File: src/rtl/rom_dl_sdram_bridge.sv
// rom_dl_sdram_bridge
//   Buffers ROM-download byte strobes from data_io in a small FIFO and issues
//   them to SDRAM port1 as write requests on a toggle req/ack handshake.
//   It also produces a rom_loaded level once the download has ended and
//   every buffered byte has been written.
//
// Ports
//   clk_sys, res_n         system clock, asynchronous active-low reset
//   ioctl_download         download in progress
//   ioctl_wr/addr/dout     one-cycle byte write strobe with byte address and data
//   port_req / port_ack    toggle handshake to the sdram controller
//   port_a/ds/d/we         word address, byte enables {odd, even}, data, write enable
//   busy                   FIFO, staging register or request still occupied
//   rom_loaded             download ended and everything drained
//   err_overflow           sticky: strobe dropped because the FIFO was full
//   err_timeout            sticky: no ack within ACK_TIMEOUT cycles
//
// Build option
//   DL_WORD_MERGE_EN: stage an even byte and merge it with a following odd
//   byte of the same word into one 16-bit write.
//
// FSM states
//   state  | meaning
//   S_IDLE | no request outstanding; issue FIFO head if present
//   S_WAIT | request issued; wait for port_ack to match port_req or time out
module rom_dl_sdram_bridge #(
  parameter int DEPTH_LOG2  = 2,
  parameter int ADDR_W      = 23,
  parameter int ACK_TIMEOUT = 255
) (
  input  logic              clk_sys,
  input  logic              res_n,
  input  logic              ioctl_download,
  input  logic              ioctl_wr,
  input  logic [ADDR_W-1:0] ioctl_addr,
  input  logic [7:0]        ioctl_dout,
  output logic              port_req,
  input  logic              port_ack,
  output logic [ADDR_W-2:0] port_a,
  output logic [1:0]        port_ds,
  output logic [15:0]       port_d,
  output logic              port_we,
  output logic              busy,
  output logic              rom_loaded,
  output logic              err_overflow,
  output logic              err_timeout
);
  localparam int DEPTH = 2**DEPTH_LOG2;
  localparam logic [DEPTH_LOG2:0]   CNT_FULL = (DEPTH_LOG2+1)'(DEPTH);
  localparam logic [DEPTH_LOG2:0]   CNT_ONE  = (DEPTH_LOG2+1)'(1);
  localparam logic [DEPTH_LOG2-1:0] PTR_ONE  = DEPTH_LOG2'(1);
  localparam logic [7:0]            TMO      = 8'(ACK_TIMEOUT);

  typedef struct packed {
    logic [ADDR_W-2:0] a;
    logic [1:0]        ds;
    logic [15:0]       d;
  } entry_t;

  typedef enum logic {S_IDLE, S_WAIT} state_t;

  function automatic entry_t mk_entry(input logic [ADDR_W-1:0] addr, input logic [7:0] data);
    entry_t e;
    e.a  = addr[ADDR_W-1:1];
    e.ds = addr[0] ? 2'b10 : 2'b01;
    e.d  = {data, data};
    return e;
  endfunction

  state_t                state_q, state_d;
  entry_t                mem_q [DEPTH];
  entry_t                mem_d [DEPTH];
  logic [DEPTH_LOG2-1:0] wr_ptr_q, wr_ptr_d, rd_ptr_q, rd_ptr_d;
  logic [DEPTH_LOG2:0]   count_q, count_d;
  logic [7:0]            tmo_q, tmo_d;
  logic                  req_q, req_d;
  logic                  ack_inv_q, ack_inv_d;
  entry_t                out_q, out_d;
  logic                  rom_loaded_q, rom_loaded_d;
  logic                  err_ovf_q, err_ovf_d;
  logic                  err_tmo_q, err_tmo_d;

  logic   empty, full, pop, push, do_push, staged;
  entry_t push_entry;

  assign empty = (count_q == '0);
  assign full  = (count_q == CNT_FULL);
  assign pop   = (state_q == S_IDLE) && !empty;

`ifdef DL_WORD_MERGE_EN
  logic              stg_v_q, stg_v_d;
  logic [ADDR_W-1:0] stg_a_q, stg_a_d;
  logic [7:0]        stg_b_q, stg_b_d;

  assign staged = stg_v_q;

  // A staged byte is normally even. If a non-consecutive strobe arrives it
  // displaces the staged byte into the FIFO and takes the slot itself, even
  // when odd, so at most one push happens per cycle.
  always_comb begin
    push       = 1'b0;
    push_entry = mk_entry(stg_a_q, stg_b_q);
    stg_v_d    = stg_v_q;
    stg_a_d    = stg_a_q;
    stg_b_d    = stg_b_q;
    if (ioctl_wr) begin
      if (stg_v_q && !stg_a_q[0] && ioctl_addr[0] &&
          ({ioctl_addr[ADDR_W-1:1], 1'b0} == stg_a_q)) begin
        push          = 1'b1;
        push_entry.ds = 2'b11;
        push_entry.d  = {ioctl_dout, stg_b_q};
        stg_v_d       = 1'b0;
      end else if (stg_v_q || !ioctl_addr[0]) begin
        push    = stg_v_q;
        stg_v_d = 1'b1;
        stg_a_d = ioctl_addr;
        stg_b_d = ioctl_dout;
      end else begin
        push       = 1'b1;
        push_entry = mk_entry(ioctl_addr, ioctl_dout);
      end
    end else if (stg_v_q && !ioctl_download && (!full || pop)) begin
      push    = 1'b1;
      stg_v_d = 1'b0;
    end
  end

  always_ff @(posedge clk_sys or negedge res_n) begin
    if (!res_n) begin
      stg_v_q <= 1'b0;
      stg_a_q <= '0;
      stg_b_q <= '0;
    end else begin
      stg_v_q <= stg_v_d;
      stg_a_q <= stg_a_d;
      stg_b_q <= stg_b_d;
    end
  end
`else
  assign staged = 1'b0;

  always_comb begin
    push       = ioctl_wr;
    push_entry = mk_entry(ioctl_addr, ioctl_dout);
  end
`endif

  // A pop in the same cycle frees the slot, so a full FIFO still accepts.
  always_comb begin
    mem_d     = mem_q;
    wr_ptr_d  = wr_ptr_q;
    rd_ptr_d  = rd_ptr_q;
    count_d   = count_q;
    err_ovf_d = err_ovf_q;
    do_push   = push && (!full || pop);
    if (push && !do_push) err_ovf_d = 1'b1;
    if (do_push) begin
      mem_d[wr_ptr_q] = push_entry;
      wr_ptr_d        = wr_ptr_q + PTR_ONE;
    end
    if (pop) rd_ptr_d = rd_ptr_q + PTR_ONE;
    case ({do_push, pop})
      2'b10:   count_d = count_q + CNT_ONE;
      2'b01:   count_d = count_q - CNT_ONE;
      default: count_d = count_q;
    endcase
  end

  // After a timeout ack_inv flips so the missing ack is treated as received
  // and the next request's parity lines up with the controller's.
  always_comb begin
    state_d   = state_q;
    req_d     = req_q;
    out_d     = out_q;
    tmo_d     = tmo_q;
    ack_inv_d = ack_inv_q;
    err_tmo_d = err_tmo_q;
    case (state_q)
      S_IDLE: begin
        if (!empty) begin
          out_d   = mem_q[rd_ptr_q];
          req_d   = ~req_q;
          tmo_d   = '0;
          state_d = S_WAIT;
        end
      end
      S_WAIT: begin
        if ((port_ack ^ ack_inv_q) == req_q) begin
          state_d = S_IDLE;
        end else if (tmo_q == TMO) begin
          err_tmo_d = 1'b1;
          ack_inv_d = ~ack_inv_q;
          state_d   = S_IDLE;
        end else begin
          tmo_d = tmo_q + 8'd1;
        end
      end
      default: state_d = S_IDLE;
    endcase
  end

  always_comb begin
    rom_loaded_d = rom_loaded_q;
    if (ioctl_download)
      rom_loaded_d = 1'b0;
    else if (empty && (state_q == S_IDLE) && !staged)
      rom_loaded_d = 1'b1;
  end

  always_ff @(posedge clk_sys or negedge res_n) begin
    if (!res_n) begin
      state_q      <= S_IDLE;
      for (int i = 0; i < DEPTH; i++) mem_q[i] <= '0;
      wr_ptr_q     <= '0;
      rd_ptr_q     <= '0;
      count_q      <= '0;
      tmo_q        <= '0;
      req_q        <= 1'b0;
      ack_inv_q    <= 1'b0;
      out_q        <= '0;
      rom_loaded_q <= 1'b0;
      err_ovf_q    <= 1'b0;
      err_tmo_q    <= 1'b0;
    end else begin
      state_q      <= state_d;
      mem_q        <= mem_d;
      wr_ptr_q     <= wr_ptr_d;
      rd_ptr_q     <= rd_ptr_d;
      count_q      <= count_d;
      tmo_q        <= tmo_d;
      req_q        <= req_d;
      ack_inv_q    <= ack_inv_d;
      out_q        <= out_d;
      rom_loaded_q <= rom_loaded_d;
      err_ovf_q    <= err_ovf_d;
      err_tmo_q    <= err_tmo_d;
    end
  end

  assign port_req     = req_q;
  assign port_a       = out_q.a;
  assign port_ds      = out_q.ds;
  assign port_d       = out_q.d;
  assign port_we      = !empty || (state_q == S_WAIT);
  assign busy         = port_we || staged;
  assign rom_loaded   = rom_loaded_q;
  assign err_overflow = err_ovf_q;
  assign err_timeout  = err_tmo_q;
endmodule

File: config.mk
export PLATFORM = sky130hd
export DESIGN_NAME = rom_dl_sdram_bridge
export DESIGN_NICKNAME = d
export VERILOG_FILES = /design/src/rtl/rom_dl_sdram_bridge.sv
export SDC_FILE = /design/constraint.sdc
export NUM_CORES = 1
export LEC_CHECK = 0
export CORE_MARGIN = 2
export CORE_UTILIZATION = 48
export DETAILED_ROUTE_END_ITERATION = 8
export GPL_TIMING_DRIVEN = 0
export PLACE_DENSITY_LB_ADDON = 0.05
export RECOVER_POWER = 25
export SLEW_MARGIN = 20
export SYNTH_ARGS = -nofsm -noshare
export SYNTH_HDL_FRONTEND = slang
export SYNTH_SLANG_ARGS = --single-unit
File: constraint.sdc
create_clock -name clk_sys -period 2.7 [get_ports clk_sys]
set_clock_uncertainty 0.05 [all_clocks]
set_input_delay 0.54 -clock clk_sys [delete_from_list [all_inputs] [get_ports clk_sys]]
set_output_delay 0.54 -clock clk_sys [all_outputs]
set_load 0.01 [all_outputs]
==> results_dict.tcl <==
set metrics [dict create \
    cp_slowest_stage_delay_ns 0.37 \
    wl_met2_um 7710 \
    setup_violations 0 \
    clockBufferDepth 2 \
    cap_violations 1 \
    final_cell_mix "181 x dfrtp_1, 116 x mux2_4, 78 x clkdlybuf4s50_1" \
    ff_latch_area_um2 4530 \
    drcViolationCount 0 \
    failed_checks "capacitance limit, slew limit" \
    yosys-top-cells-area "dfrtp_1 53%, mux2_4 20%, mux4_2 8.4%" \
    p_int_mw 9.27 \
    ys_ff_latch 181 \
    pwr-share-seq_pct 36.9 \
    detail_route.wirelength_um 16300 \
    syn_nets 541 \
    worst_slack_ns 0.157 \
    grt-ovfl-total 0 \
    die_y_um 137 \
    swShare_pct 29.4 \
    avgSynthCellArea_um2 17.2 \
    power_leakage_nw 4.72 \
    pre_cts_ws_ns -0.0687 \
    worstPathMaxFanout 10 \
    post_drt_wl_per_cell_um 19.4 \
    async_flop_share_pct 100 \
    via_count 4495 \
    start_util_pct 49.2 \
    netlist_instances 498 \
    syn-cell-area_um2 8550 \
    ys.flop_type "dfrtp_1" \
    cts_tree "yes" \
    crit_path_top_delay_cell "fa_1" \
    hold_viol_final 0 \
    final_common_cell "dfrtp_1" \
    n_fill_cell 1298 \
    gp_congestion 0.755 \
    core_um2 17400 \
    combPwrFrac_pct 45.2 \
    antenna_cells 0 \
    io_buffers 81 \
    p_clk_share_pct 17.9 \
    multiInputGateArea_um2 3590 \
    dp_hpwl_um 10500 \
    vdd_ir_drop_max_mv 0.585 \
    dp_cells 805 \
    rsz0062_at_grt "no" \
    synth_top_area_share_pct 53.0 \
    crit_chain "buf_2 > nor4_4 > nor2_4 > buf_2 > ha_1 > inv_1 > fa_1 > xor2_1 > nor2_1 > xor2_1" \
    cts_root_buf "clkbuf_16" \
    antenna_found_initial 0 \
    synth-edff-count 0 \
    worstPathRequired_ns 2.99 \
    status "finished with violations" \
    cts.sinks 181 \
    synth_warnings 0 \
    die_x_um 137 \
    finalInstanceArea_um2 10200 \
    fin_tns_setup_ns 0 \
    r2r_slack_ns 0.16 \
    htree_levels 4 \
    slew_headroom_pct -44.8 \
    vias_per_cell 5.37 \
    finalMaxSlewViolations 84 \
    wl_met3_um 500 \
    seq_area_frac_synth_pct 53.0 \
    dr.first_iter.drc_count 207 \
    insertion_delay_ns 0.42 \
    cts_buffers 17 \
    postRouteAntennaNets 0 \
    rows 48 \
    drive_gt1_share_pct 42.0 \
    timing.final.crit_share_pct 94.2 \
    grt_use_total_pct 18.6 \
    area_delta_synth_final_pct 19.7 \
    hold_class "register to register" \
    worstMarginPinSlew_ns 2.17 \
    grt_pass1_wl_um 26600 \
    end_kind "register" \
    ios 82 \
    path_class "register to register" \
    drt-met1-wl_um 7910 \
    final_cell_count_no_fill 837 \
    dpl_cell_area_um2 9670 \
    fin_crit_ns 2.54 \
    clk_pin_slew_ns 0.07 \
    dieArea_um2 18900 \
    highest_layer "met4" \
    netlist-cell-type-count 39 \
    grt_max_degree 99 \
    switching_power_mw 3.87 \
    powerDensity_nw_per_um2 1280 \
    cp_data_arrival_time_ns 2.84 \
    crit_path_start_kind "register" \
    dr.pass1.iters 4 \
    cts_setup_buffers 0 \
    grt_pass1_vias 4898 \
    fin_nets 642 \
    yosysTopAreaCell "dfrtp_1" \
    fmax_mhz 393 \
]
-- through the flow --
stage	total power [mW]	hold WS, ns	util (%)
after floorplan	9.15	0.194	-
after global placement	10.7	0.394	55.5
after detailed placement	10.9	0.394	55.7
after CTS	13.3	0.0782	59.0
after global routing	13.9	0.454	58.9
final	13.1	0.404	58.9
-- cells by family (layout without fill, tap and decap cells) --
group / Yosys count / in the layout / synth area share, %
flip-flops: 181 / 181 / 53.0
AND/OR/NAND/NOR: 36 / 36 / 3.07
adder cells (fa/ha/maj): 7 / 7 / 1.11
AO/OA/AOI/OAI: 23 / 23 / 1.77
XOR/XNOR: 11 / 11 / 1.30
multiplexers: 193 / 193 / 34.7
buffers and inverters: 47 / 161 / 5.05
-- synthesized netlist by cell type, drive strengths merged (5+ instances only) --
| cell | number |
|---|---|
| mux4 | 32 |
| mux2 | 157 |
| dfrtp | 181 |
| nor2 | 6 |
| xor2 | 5 |
| inv | 11 |
| xnor2 | 5 |
| clkbuf | 6 |
| buf | 30 |
| nand2 | 14 |
| a21oi | 6 |
| ha | 6 |
-- critical path: cells and delay by family, from the launching register on --
| kind | cells | cell delay [ns] |
|---|---|---|
| XOR/XNOR | 2 | 0.31 |
| adder cells (fa/ha/maj) | 2 | 0.60 |
| buffers and inverters | 3 | 0.63 |
| flip-flops | 1 | 0.32 |
| AND/OR/NAND/NOR | 3 | 0.55 |
-- power by group through the flow --
stage | Combinational [mW] | Clock, mW | Sequential (mW)
CTS | 6.04 | 2.41 | 4.85
finish | 5.94 | 2.35 | 4.85
global placement | 5.87 | 0 | 4.82
floorplan | 4.38 | 0 | 4.77
detailed placement | 6.00 | 0 | 4.88
global route | 6.36 | 2.53 | 5.02
-- path summary, 6_finish.rpt --
kind,startpoint,end,depth (start not counted)
max,state_q,count_q[2],10
min,err_overflow,err_overflow,1
max reg2reg,state_q,count_q[2],10
min reg2reg,err_overflow,err_overflow,1
max in group asynchronous,res_n,port_ds[1],2
min in group asynchronous,res_n,mem_q[146],1
-- flip-flops by register name, summed over array words and instances, names as in the netlist --
signal / cells
ack_inv_q: 1
count_q: 3
err_overflow: 1
err_timeout: 1
mem_q: 128
port_a: 22
port_d: 8
port_ds: 2
port_req: 1
rd_ptr_q: 2
rom_loaded: 1
state_q: 1
tmo_q: 8
wr_ptr_q: 2
-- final cells by class --
| cell class | count | area share, % |
|---|---|---|
| inverter | 11 | 0.404 |
| buffer | 36 | 3.82 |
| tap | 225 | 2.75 |
| sequential | 181 | 44.3 |
| timing repair buffer | 82 | 8.20 |
| clock inverter | 6 | 0.673 |
| multi-input combinational | 270 | 35.1 |
| clock buffer | 26 | 4.78 |
-- layer usage --
layer / track usage [%] / up-vias
li1: - / 2011
met3: 4.12 / 12
met4: 4.58 / 0
met1: 26.7 / 2406
met5: 0 / -
met2: 28.9 / 66
-- timing repair --
item | 4_1_cts | 5_1_grt
setup endpoints to repair | 1 | 1
resized for setup | 1 | 3
pin swaps | 1 | 1
hold buffers | 0 | 0
No activity file was read; power rests on OpenSTA's default activity.
